**config.mk**
```make
export PLATFORM = sky130hd
export DESIGN_NAME = booth_r4_seq_ctrl
export DESIGN_NICKNAME = d
export VERILOG_FILES = /design/src/rtl/booth_pkg.sv /design/src/rtl/radix4_encoder.sv /design/src/rtl/booth_r4_seq_ctrl.sv
export SDC_FILE = /design/constraint.sdc
export NUM_CORES = 1
export LEC_CHECK = 0
export CORE_UTILIZATION = 40
export DETAILED_ROUTE_END_ITERATION = 8
export GPL_ROUTABILITY_DRIVEN = 0
export PLACE_DENSITY = 0.6
export SYNTH_ARGS = -nofsm -noshare
export SYNTH_HDL_FRONTEND = slang
export SYNTH_SLANG_ARGS = --single-unit
```
**constraint.sdc**
```tcl
create_clock -name clk -period 7.55 [get_ports clk]
set_clock_uncertainty 0.15 [all_clocks]
set_input_delay 0.755 -clock clk [delete_from_list [all_inputs] [get_ports clk]]
set_output_delay 0.755 -clock clk [all_outputs]
set_load 0.01 [all_outputs]
```
**src/rtl/booth_pkg.sv**
```systemverilog
// Shared types and constants for the radix-4 Booth sequential multiplier.
package booth_pkg;

    typedef enum logic [1:0] {
        IDLE = 2'd0,
        RUN  = 2'd1,
        DONE = 2'd2
    } state_t;

    localparam int DIG_ONE = 0;
    localparam int DIG_TWO = 1;
    localparam int DIG_NEG = 2;

    function automatic int calc_iter(input int width);
        return width / 2;
    endfunction

endpackage

```
**src/rtl/radix4_encoder.sv**
```systemverilog
// Radix-4 Booth digit decoder: {Q[1],Q[0],q_m1} -> {neg,two,one}.
module radix4_encoder
    import booth_pkg::*;
(
    input  logic [2:0] i_triplet,
    output logic [2:0] o_digit
);

    // Triplet to signed-digit lookup; 000 and 111 both encode zero.
    always_comb begin
        o_digit = 3'b000;
        case (i_triplet)
            3'b001, 3'b010: o_digit[DIG_ONE] = 1'b1;
            3'b011:         o_digit[DIG_TWO] = 1'b1;
            3'b100: begin
                o_digit[DIG_NEG] = 1'b1;
                o_digit[DIG_TWO] = 1'b1;
            end
            3'b101, 3'b110: begin
                o_digit[DIG_NEG] = 1'b1;
                o_digit[DIG_ONE] = 1'b1;
            end
            default:        o_digit = 3'b000;
        endcase
    end

endmodule

```
**src/rtl/booth_r4_seq_ctrl.sv**
```systemverilog
// Sequential signed radix-4 Booth multiplier with start/busy input and valid/ready output.
// Optional build macro BOOTH_ZERO_SKIP_EN: zero operands bypass RUN and go straight to DONE.
module booth_r4_seq_ctrl
    import booth_pkg::*;
#(
    parameter int WIDTH = 8
) (
    input  logic                 clk,
    input  logic                 rst,
    input  logic                 start,
    input  logic [WIDTH-1:0]     a,
    input  logic [WIDTH-1:0]     b,
    output logic                 busy,
    output logic                 out_valid,
    input  logic                 out_ready,
    output logic [2*WIDTH-1:0]   product,
    output logic [2:0]           digit_dbg
);

    localparam int ITER = calc_iter(WIDTH);
    localparam int AW   = WIDTH + 2;
    localparam int CW   = (ITER > 1) ? $clog2(ITER) : 1;
    localparam logic [CW-1:0] CNT_LAST = CW'(ITER - 1);

    generate
        if ((WIDTH % 2) != 0 || WIDTH < 4) begin : g_bad_width
            $error("booth_r4_seq_ctrl: WIDTH must be even and >= 4");
        end
    endgenerate

    state_t               r_state;
    state_t               w_state_nxt;
    logic [AW-1:0]        r_m;
    logic [AW-1:0]        r_acc;
    logic [WIDTH-1:0]     r_q;
    logic                 r_qm1;
    logic [CW-1:0]        r_cnt;
    logic                 r_busy;
    logic                 r_out_valid;
    logic [2*WIDTH-1:0]   r_product;

    logic [2:0]           w_digit;
    logic [AW-1:0]        w_pp;
    logic [AW-1:0]        w_sum;
    logic                 w_zero;

`ifdef BOOTH_ZERO_SKIP_EN
    assign w_zero = (a == {WIDTH{1'b0}}) || (b == {WIDTH{1'b0}});
`else
    assign w_zero = 1'b0;
`endif

    radix4_encoder u_enc (
        .i_triplet ({r_q[1], r_q[0], r_qm1}),
        .o_digit   (w_digit)
    );

    // State register.
    always_ff @(posedge clk or posedge rst) begin
        if (rst) begin
            r_state <= IDLE;
        end else begin
            r_state <= w_state_nxt;
        end
    end

    // Next-state logic; start is only honoured in IDLE, where busy and out_valid are both low.
    always_comb begin
        w_state_nxt = r_state;
        case (r_state)
            IDLE: begin
                if (start) begin
                    if (w_zero) begin
                        w_state_nxt = DONE;
                    end else begin
                        w_state_nxt = RUN;
                    end
                end else begin
                    w_state_nxt = IDLE;
                end
            end
            RUN: begin
                if (r_cnt == CNT_LAST) begin
                    w_state_nxt = DONE;
                end else begin
                    w_state_nxt = RUN;
                end
            end
            DONE: begin
                if (r_out_valid && out_ready) begin
                    w_state_nxt = IDLE;
                end else begin
                    w_state_nxt = DONE;
                end
            end
            default: w_state_nxt = IDLE;
        endcase
    end

    // Partial-product select and accumulate; subtraction done as add of the ones' complement plus one.
    always_comb begin
        w_pp  = {AW{1'b0}};
        w_sum = r_acc;
        if (w_digit[DIG_ONE]) begin
            w_pp = r_m;
        end else if (w_digit[DIG_TWO]) begin
            w_pp = {r_m[AW-2:0], 1'b0};
        end else begin
            w_pp = {AW{1'b0}};
        end
        if (w_digit[DIG_NEG]) begin
            w_sum = r_acc + ~w_pp + {{(AW-1){1'b0}}, 1'b1};
        end else begin
            w_sum = r_acc + w_pp;
        end
    end

    // Operand load in IDLE, then one accumulate plus 2-bit arithmetic shift of {A,Q,q_m1} per RUN cycle.
    always_ff @(posedge clk or posedge rst) begin
        if (rst) begin
            r_m   <= {AW{1'b0}};
            r_acc <= {AW{1'b0}};
            r_q   <= {WIDTH{1'b0}};
            r_qm1 <= 1'b0;
            r_cnt <= {CW{1'b0}};
        end else begin
            case (r_state)
                IDLE: begin
                    if (start) begin
                        r_m   <= {{2{a[WIDTH-1]}}, a};
                        r_acc <= {AW{1'b0}};
                        r_q   <= w_zero ? {WIDTH{1'b0}} : b;
                        r_qm1 <= 1'b0;
                        r_cnt <= {CW{1'b0}};
                    end
                end
                RUN: begin
                    r_acc <= {{2{w_sum[AW-1]}}, w_sum[AW-1:2]};
                    r_q   <= {w_sum[1:0], r_q[WIDTH-1:2]};
                    r_qm1 <= r_q[1];
                    r_cnt <= r_cnt + CW'(1);
                end
                default: begin
                    r_cnt <= r_cnt;
                end
            endcase
        end
    end

    // Registered handshake outputs; the product is captured on the first DONE cycle and then frozen.
    always_ff @(posedge clk or posedge rst) begin
        if (rst) begin
            r_busy      <= 1'b0;
            r_out_valid <= 1'b0;
            r_product   <= {(2*WIDTH){1'b0}};
        end else begin
            r_busy <= (w_state_nxt == RUN);
            if (r_state == DONE) begin
                if (!r_out_valid) begin
                    r_out_valid <= 1'b1;
                    r_product   <= {r_acc[WIDTH-1:0], r_q};
                end else if (out_ready) begin
                    r_out_valid <= 1'b0;
                end
            end else begin
                r_out_valid <= 1'b0;
            end
        end
    end

    assign busy      = r_busy;
    assign out_valid = r_out_valid;
    assign product   = r_product;
    assign digit_dbg = (r_state == RUN) ? w_digit : 3'b000;

endmodule

```
==> flow_summary_export.csv, run 1 <==
group,metric,value,unit
power,power_density,527.9,nW/um^2
die,die_area,7365,sq um
drt,num_vias,2058,
global_route,overflow,0,
setup_path,cp.required,7.56,ns
power,ir_drop,0.2414,mV
drt,firstDrtPassIters,4,
timing,max_slew.worst_pin.slew,0.9882,ns
drt,drt_iter0_markers,107,
die,coreArea,6794,sq um
placement,hpwl,4.449,mm
setup_path,reg2reg_to,"r_acc[4]$_DFFE_PP0P_",
cts,cts_setup_buffers,0,
setup_path,arrival,3.37,ns
synth,synth_warnings,0,
placement,port_buffers,40,
setup_path,cp-endpoint,"r_acc[4]$_DFFE_PP0P_",
cts,cts.path.max_buffers,2,
run,maxCapViolations,0,
synth,synth_area,2810,sq um
final_layout,drive_gt1_frac,0.1405,
setup_path,end_kind,"register",
timing,fmax,298.0,MHz
setup_path,ff2ff_path_depth,12,
synth,syn_inst,268,
timing,tns,0,ns
die,io-pin-count,41,
die,fp.dieH,85.82,um
cts,post_cts_resized,0,
synth,synth-seq-cells,47,
cts,cts_tree,"done",
cts,clkSinkCount,47,
setup_path,r2r_slack,4.19,ns
drt,wl_per_cell,14.74,um
die,rows,30,
timing,finalCritPeriodShare,0.4444,
cts,cts_buffers,5,
global_route,antenna_found_initial,0,
final_layout,final_nets,351,
setup_path,r2r-start,"r_q[0]$_DFFE_PP0P_",
drt,ant_nets,0,
timing,period_needed,3.355,ns
outcome,outcome,"finished clean",
cts,clk-insertion-delay-late,0.30,ns
synth,yosysSeqAreaShare,0.4185,
power,p_leak,0.001502,uW
die,floorplan.initialDensity,0.4136,
drt,routed_wl,5.926,mm
drt,routed_via_density,5.119,
global_route,grt_pass1_vias,2023,
synth,synth_edf_count,0,
timing,hold_violations,0,
cts,htreeDepth,2,
worst_hold_path,hp-class,"reg2reg",
setup_path,worstSetupPathType,"reg2reg",
timing,rsz0062_at_grt,"no",
global_route,grt_max_degree,48,
synth,synthFlopType,"dfrtp_1",
synth,yosysUniqueCellTypes,48,
setup_path,cp-start-kind,"register",
die,die_width,85.82,um
global_route,grt_pass1_wl,9.839,mm
timing,slew_headroom,0.3402,
timing,final_max_slew_viol_count,0,
setup_path,worst-path-max-fanout,11,
setup_path,worstSetupStartpoint,"r_q[0]$_DFFE_PP0P_",
synth,synthesis.nets,314,
final_layout,fin_util,0.5022,
synth,async_flop_share,1.000,
drt,drc_errors,0,
final_layout,syn2layout_area_growth,21.42,%
cts,clk_root_buffer_cell,"clkbuf_8",
cts,clk_pin_slew_worst_paths,0.09,ns
timing,setup_violations,0,
synth,syn_avg_cell_area,10.49,sq um
cts,hold_buffers,0,
global_route,track_usage,0.1706,
final_layout,diodes,0,
[flip-flops by register name (all words and copies together) (netlist names)]
name       count
product       16
r_acc          8
r_m            8
r_q            8
r_cnt          2
r_state        2
busy           1
out_valid      1
r_qm1          1
[placed cells by master, fill, tap and decap left out, types with 2 or more instances in the layout]
master,count
o21ai_0,13
nor4_1,2
o21bai_1,5
a21oi_1,13
ha_1,24
o21ai_1,4
a211o_1,2
fa_1,2
xnor2_1,6
dfrtp_1,47
nand2_1,19
bufinv_16,2
nor3b_1,2
a31oi_1,3
and2_1,2
a211oi_1,2
nor3_1,3
nor2_1,11
a21o_1,3
buf_4,3
clkbuf_8,5
nand2b_1,3
inv_2,2
a22o_1,10
a22oi_1,6
inv_1,19
clkdlybuf4s50_1,40
o211ai_1,2
nor2b_1,3
nand3_1,5
mux2_2,25
[stage by stage]
step | hold slack [ns] | std cells | instance area (sq um) | total power (uW) | setup WS (ns)
floorplan | 0.3163 | 268 | 2810 | 1301 | 4.659
global placement | 0.3375 | 394 | 3279 | 1577 | 4.380
detailed placement | 0.3440 | 394 | 3279 | 1586 | 4.241
CTS | 0.3637 | 402 | 3412 | 1807 | 4.219
global route | 0.3717 | 402 | 3412 | 1953 | 3.876
finish | 0.3569 | 402 | 3412 | 1801 | 4.195
[metal layers]
metal,vias up,wire (um),track usage
met5,-,0,0
met4,0,81,0.05758
met3,8,212,0.03272
met2,55,2601,0.2633
met1,976,3031,0.2407
li1,1019,-,-
[worst max-delay path: stages, from the launching register on]
cell and delay, ns:
dfrtp_1 0.42, inv_1 0.09, ha_1 0.42, nor2_1 0.42, a22o_1 0.29, inv_1 0.10, fa_1 0.42, nor2b_1 0.19
o211ai_1 0.11, a21o_1 0.23, a22oi_2 0.17, xnor2_1 0.14, o21ai_1 0.08
[logic make-up (layout without fill, tap and decap cells)]
| family | Yosys count | in the layout | share of synthesized area |
|---|---|---|---|
| AO/OA/AOI/OAI | 73 | 73 | 0.1861 |
| buffers and inverters | 34 | 72 | 0.05432 |
| flip-flops | 47 | 47 | 0.4185 |
| AND/OR/NAND/NOR | 55 | 55 | 0.09439 |
| multiplexers | 26 | 26 | 0.1037 |
| XOR/XNOR | 7 | 7 | 0.02182 |
| adder cells (fa/ha/maj) | 26 | 26 | 0.1211 |
[how the worst min path moves through the flow]
stage | cells past startpoint | from | slack [ns] | to
floorplan | 2 | r_q[2]$_DFFE_PP0P_ | 0.32 | r_q[2]$_DFFE_PP0P_
global placement | 2 | r_q[3]$_DFFE_PP0P_ | 0.34 | r_q[3]$_DFFE_PP0P_
detailed placement | 1 | r_cnt[1]$_DFFE_PP0P_ | 0.34 | r_cnt[1]$_DFFE_PP0P_
CTS | 1 | out_valid$_DFF_PP0_ | 0.36 | out_valid$_DFF_PP0_
global route | 1 | r_cnt[1]$_DFFE_PP0P_ | 0.37 | r_cnt[1]$_DFFE_PP0P_
finish | 1 | out_valid$_DFF_PP0_ | 0.36 | out_valid$_DFF_PP0_
[area by class of cell]
type / instances / area [sq um]
fill: 624 / 3382
multi-input combinational: 187 / 1481
sequential: 47 / 1176
timing repair buffer: 43 / 422.9
tap: 96 / 120.1
inverter: 21 / 78.83
clock buffer: 6 / 72.57
clock inverter: 2 / 60.06
[Yosys cell counts (6+ instances only)]
cell	number	area (sq um)
xnor2_1	6	52.55
o21ai_0	13	65.06
inv_1	20	75.07
clkbuf_1	7	26.28
a22oi_1	6	45.04
nand2_1	19	71.32
a22o_1	10	87.58
mux2_2	25	281.5
dfrtp_1	47	1176
ha_1	24	300.3
nor2_1	11	41.29
a21oi_1	13	65.06
[power breakdown]
| part | leakage, uW | internal (uW) | switching [uW] |
|---|---|---|---|
| Clock | 0.0000654 | 132 | 81.8 |
| Sequential | 0.000590 | 373 | 106 |
| Combinational | 0.000846 | 522 | 587 |
Note: power is estimated with default switching activity, not from simulation.
==> inputs of run 2 (changes only) <==
--- a/config.mk
+++ b/config.mk
@@ -8,7 +8,7 @@
 export CORE_UTILIZATION = 40
 export DETAILED_ROUTE_END_ITERATION = 8
 export GPL_ROUTABILITY_DRIVEN = 0
-export PLACE_DENSITY = 0.6
+export PLACE_DENSITY = 0.62
 export SYNTH_ARGS = -nofsm -noshare
 export SYNTH_HDL_FRONTEND = slang
 export SYNTH_SLANG_ARGS = --single-unit
==> constraint.sdc (replaced) <==
create_clock -name clk -period 2.8 [get_ports clk]
set_clock_uncertainty 0.15 [all_clocks]
set_input_delay 0.28 -clock clk [delete_from_list [all_inputs] [get_ports clk]]
set_output_delay 0.28 -clock clk [all_outputs]
set_load 0.01 [all_outputs]
==> run 2 against run 1 <==
The run now ends with setup timing left. Wire length up 20%. Hold slack worse by 0.35 ns. Die area unchanged. Maximum frequency up 18%. Core utilization up 7.5 points. Via count up 12%. Cell area up 15%. Critical path depth down 1. Critical path type unchanged.
==> flow_summary_export.csv, run 2 (synthesis results as in run 1) <==
group,metric,value,unit
timing,fmax,352.3,MHz
drt,met1_length,3.144,mm
final_layout,final_cell_mix,"47 x dfrtp_1, 40 x clkdlybuf4s50_1, 37 x buf_4",
final_layout,drive_gt1_frac,0.3411,
global_route,grt_pass1_vias,2242,
drt,num_vias,2305,
global_route,grt_pass1_wl,11.14,mm
setup_path,cp_num_buf_inv,0,
outcome,failed_checks,"setup timing",
setup_path,cp-start-kind,"register",
setup_path,slowest_delay,0.42,ns
drt,firstDrtPassIters,4,
final_layout,n_fill_cell,584,
final_layout,finalNonFillerCells,439,
placement,port_buffers,40,
global_route,overflow,0,
cts,cts_tree,"done",
timing,max_slew.worst_pin.slew,0.7842,ns
die,fp.dieH,85.82,um
cts,clkSinkCount,47,
timing,rsz0062_at_grt,"yes",
setup_path,critPathSlowestCell,"dfrtp_1",
die,rows,30,
setup_path,worst-path-max-fanout,7,
drt,routed_wl,7.087,mm
die,floorplan.initialDensity,0.4136,
timing,slew_headroom,0.4772,
timing,finalCritPeriodShare,1.014,
die,die_area,7365,sq um
placement,hpwl,4.857,mm
drt,wl_per_cell,16.14,um
final_layout,syn2layout_area_growth,39.49,%
final_layout,largest_register_ffs,16,
die,io-pin-count,41,
timing,hold_violations,0,
drt,highest_layer,"met4",
global_route,grt_max_degree,25,
setup_path,cp.required,2.86,ns
timing,final_max_slew_viol_count,0,
drt,drc_errors,0,
cts,cts.path.max_buffers,2,
setup_path,cp_cell_sequence,"ha_2 > mux2i_4 > nor2_4 > a22o_1 > ha_4 > nor4_1 > a211o_1 > o31ai_2 > xnor2_1 > nand2_1 > a32o_1",
final_layout,regArea,1176,sq um
cts,clk_pin_slew_worst_paths,0.10,ns
die,die_width,85.82,um
cts,cts_buffers,5,
setup_path,worstSetupPathType,"reg2reg",
die,coreArea,6794,sq um
global_route,antenna_found_initial,0,
timing,setup_violations,2,
drt,wl_met3,235,um
cts,htreeDepth,2,
final_layout,final_nets,388,
outcome,outcome,"complete, but fails checks",
setup_path,arrival,2.90,ns
cts,hold_buffers,0,
drt,ant_nets,0,
drt,wl_met2,3.549,mm
cts,clk_root_buffer_cell,"clkbuf_8",
placement,dp.cells,423,
final_layout,multiInputGateArea,1737,sq um
run,maxCapViolations,0,
setup_path,crit_family,"compound AO/OA/AOI/OAI gates",
timing,worst_slack,-0.03855,ns
timing,fin_hold_ws,0.005768,ns
final_layout,diodes,0,
drt,drt_iter0_markers,76,
worst_hold_path,hp-class,"in2async",
global_route,track_usage,0.1991,
timing,period_needed,2.839,ns
cts,clk-insertion-delay-late,0.31,ns
final_layout,final_common_cell,"dfrtp_1",
setup_path,end_kind,"register",
drt,routed_via_density,5.251,
## run 2: changes by cell type in the layout (fill, tap and decap cells not counted), moves of 3 or more
| cell | change |
|---|---|
| a22o_4 | +5 |
| inv_1 | -3 |
| ha_1 | -10 |
| buf_4 | +34 |
| a22o_1 | -5 |
| buf_6 | +3 |
| a21oi_1 | -4 |
| inv_2 | +3 |
| ha_4 | +9 |
| a21oi_2 | +4 |
## run 2: metal layers
layer	vias up	track usage
li1	1096	-
met4	0	0.06667
met2	49	0.3345
met3	12	0.03465
met5	-	0
met1	1148	0.2606
## run 2: per-stage QoR
| step | worst slack (ns) | utilization | area (sq um) | setup TNS [ns] |
|---|---|---|---|---|
| 2_1_floorplan | 0.006090 | - | 2843 | 0 |
| 3_5_place_dp | -0.1659 | 0.5175 | 3516 | -0.6032 |
| 6_report | -0.03855 | 0.5770 | 3920 | -0.06859 |
| 3_3_place_gp | -0.09606 | 0.5175 | 3516 | -0.2254 |
| 5_1_grt | -0.1977 | 0.5770 | 3920 | -0.5076 |
| 4_1_cts | -0.006624 | 0.5573 | 3786 | -0.006624 |
## run 2: path summary, 6_finish.rpt
| path | from | end | slack, ns | depth (start not counted) |
|---|---|---|---|---|
| setup reg to reg | r_q[0]$_DFFE_PP0P_ | r_acc[5]$_DFFE_PP0P_ | -0.04 | 11 |
| hold / removal | rst | r_state[0]$_DFF_PP0_ | 0.006 | 2 |
| max in group asynchronous | rst | r_acc[2]$_DFFE_PP0P_ | 1.98 | 3 |
| setup / recovery | r_q[0]$_DFFE_PP0P_ | r_acc[5]$_DFFE_PP0P_ | -0.04 | 11 |
| hold reg to reg | out_valid$_DFF_PP0_ | out_valid$_DFF_PP0_ | 0.36 | 1 |
| min in group clk | out_valid$_DFF_PP0_ | out_valid$_DFF_PP0_ | 0.36 | 1 |
## run 2: area by class of cell
class / instances / area share
Timing Repair Buffer: 80 / 0.1816
Multi-Input combinational cell: 187 / 0.4430
Sequential cell: 47 / 0.3000
Inverter: 21 / 0.02011
Tap cell: 96 / 0.03064
Clock buffer: 6 / 0.02107
Clock inverter: 2 / 0.003511
## run 2: timing repair
action / in CTS / in global routing
pin swaps: 12 / 13
setup buffers: 5 / 3
setup endpoints to repair: 6 / 6
resized for setup: 23 / 22
Power of run 2 is not shown: default switching activity piles up to over one toggle a cycle in this logic, so the estimate is an artifact.
==> inputs of run 3 (changes only) <==
--- a/config.mk
+++ b/config.mk
@@ -5,10 +5,10 @@
 export SDC_FILE = /design/constraint.sdc
 export NUM_CORES = 1
 export LEC_CHECK = 0
-export CORE_UTILIZATION = 40
+export CORE_UTILIZATION = 25
 export DETAILED_ROUTE_END_ITERATION = 8
 export GPL_ROUTABILITY_DRIVEN = 0
-export PLACE_DENSITY = 0.62
+export PLACE_DENSITY = 0.42
 export SYNTH_ARGS = -nofsm -noshare
 export SYNTH_HDL_FRONTEND = slang
 export SYNTH_SLANG_ARGS = --single-unit
==> run 3 against run 2 <==
The flow still finishes with violations (setup timing). Final cell count is 11% higher. First-iteration DRC count is 22% lower. Non-clock buffer count up 4.
==> flow_summary_export.csv, run 3 (synthesis results as in run 1) <==
group,metric,value,unit
global_route,grt_pass1_vias,2202,
setup_path,cp-start-kind,"register",
final_layout,final_nets,392,
drt,wl_per_cell,14.75,um
power,p_total,6071,uW
power,power_density,1516,nW/um^2
global_route,overflow,0,
final_layout,final_cell_mix,"47 x dfrtp_1, 40 x clkdlybuf4s50_1, 40 x buf_4",
power,ir_drop,0.4269,mV
setup_path,ff2ff_path_depth,12,
outcome,failed_checks,"setup timing",
worst_hold_path,hp-class,"in2async",
timing,fmax,356.7,MHz
drt,drt_iter0_markers,59,
setup_path,cp.required,2.87,ns
timing,rsz0062_at_grt,"yes",
global_route,grt_max_degree,26,
die,fp.dieH,108.0,um
drt,ant_nets,0,
final_layout,largest_register_ffs,16,
drt,routed_wl,7.184,mm
run,maxCapViolations,0,
die,die_width,108.0,um
timing,finalCritPeriodShare,1.001,
cts,cts_buffers,5,
placement,hpwl,5.378,mm
placement,port_buffers,40,
setup_path,end_kind,"register",
global_route,antenna_found_initial,0,
outcome,outcome,"complete, but fails checks",
timing,max_slew.worst_pin.slew,0.7019,ns
timing,worst_slack,-0.003572,ns
cts,clk-insertion-delay-late,0.31,ns
cts,clk_pin_slew_worst_paths,0.11,ns
timing,hold_violations,0,
setup_path,worst-path-max-fanout,6,
cts,cts_tree,"done",
timing,slew_headroom,0.5321,
final_layout,syn2layout_area_growth,42.48,%
die,io-pin-count,41,
global_route,grt_pass1_wl,11.51,mm
cts,cts.path.max_buffers,2,
drt,num_vias,2252,
die,die_area,11670,sq um
global_route,track_usage,0.1287,
drt,routed_via_density,4.624,
die,coreArea,10890,sq um
timing,setup_violations,1,
cts,clk_root_buffer_cell,"clkbuf_8",
timing,fin_hold_ws,0.1670,ns
setup_path,arrival,2.87,ns
drt,firstDrtPassIters,4,
setup_path,worstSetupPathType,"reg2reg",
final_layout,diodes,0,
die,rows,38,
placement,dp.cells,473,
timing,period_needed,2.804,ns
timing,final_max_slew_viol_count,0,
cts,htreeDepth,2,
setup_path,r2r_slack,-0.004,ns
final_layout,finalNonFillerCells,487,
final_layout,final_common_cell,"dfrtp_1",
drt,drc_errors,0,
cts,clkSinkCount,47,
final_layout,drive_gt1_frac,0.3314,
power,p_leak,0.001743,uW
die,floorplan.initialDensity,0.2581,
## run 3: cell count changes in the layout (fill, tap and decap cells not counted), sizes merged
cell and change:
bufinv +2, buf +4, clkbuf -1, clkinv -1
## run 3: layout make-up
cell class,instances,area [sq um]
Inverter,21,78.83
Fill cell,1093,6884
Clock inverter,3,71.32
Sequential cell,47,1176
Tap cell,140,175.2
Clock buffer,5,68.82
Multi-Input combinational cell,187,1679
Timing Repair Buffer,84,754.5
## run 3: critical path, stage by stage (launching register included)
cell       delay (ns)
dfrtp_1          0.42
ha_2             0.22
mux2i_4          0.18
nor2_4           0.09
a22o_4           0.25
ha_4             0.30
buf_6            0.11
nand3_2          0.06
o211ai_1         0.26
a31oi_2          0.15
o2111ai_1        0.24
nand3_1          0.10
a22o_1           0.18
## run 3: what timing repair did
item                       CTS  global route
setup endpoints to repair    7             8
pin swaps                   12            18
setup buffers                2             4
hold buffers                 0             0
resized for setup           16            18
## run 3: per-stage QoR
step | TNS (ns) | utilization | setup slack, ns | instance area, sq um
2_1_floorplan | 0 | - | 0.006090 | 2843
4_1_cts | -0.04251 | 0.3550 | -0.02266 | 3865
6_report | -0.003572 | 0.3677 | -0.003572 | 4004
3_5_place_dp | -0.5711 | 0.3333 | -0.1611 | 3628
5_1_grt | -0.4742 | 0.3677 | -0.1389 | 4004
3_3_place_gp | -0.4652 | 0.3333 | -0.1139 | 3628
## run 3: path summary, 6_finish.rpt
| path | from | endpoint |
|---|---|---|
| hold reg to reg | r_cnt[0]$_DFFE_PP0P_ | r_cnt[0]$_DFFE_PP0P_ |
| max in group asynchronous | rst | r_acc[0]$_DFFE_PP0P_ |
| hold / removal | rst | r_q[1]$_DFFE_PP0P_ |
| min in group clk | r_cnt[0]$_DFFE_PP0P_ | r_cnt[0]$_DFFE_PP0P_ |
| setup reg to reg | r_q[0]$_DFFE_PP0P_ | r_acc[8]$_DFFE_PP0P_ |
| setup / recovery | r_q[0]$_DFFE_PP0P_ | r_acc[8]$_DFFE_PP0P_ |
## run 3: layer usage
layer / vias to the layer above / routed length, um / track usage
met4: 0 / 118 / 0.04012
met5: - / 0 / 0
met1: 1103 / 3598 / 0.1821
met2: 33 / 3314 / 0.1984
li1: 1110 / - / -
met3: 6 / 154 / 0.02230
## run 3: power by group
part / total [uW] / internal, uW / switching, uW
sequential: 1280 / 1000 / 277
clock: 635 / 363 / 271
combinational: 4160 / 2220 / 1940
total: 6070 / 3580 / 2490
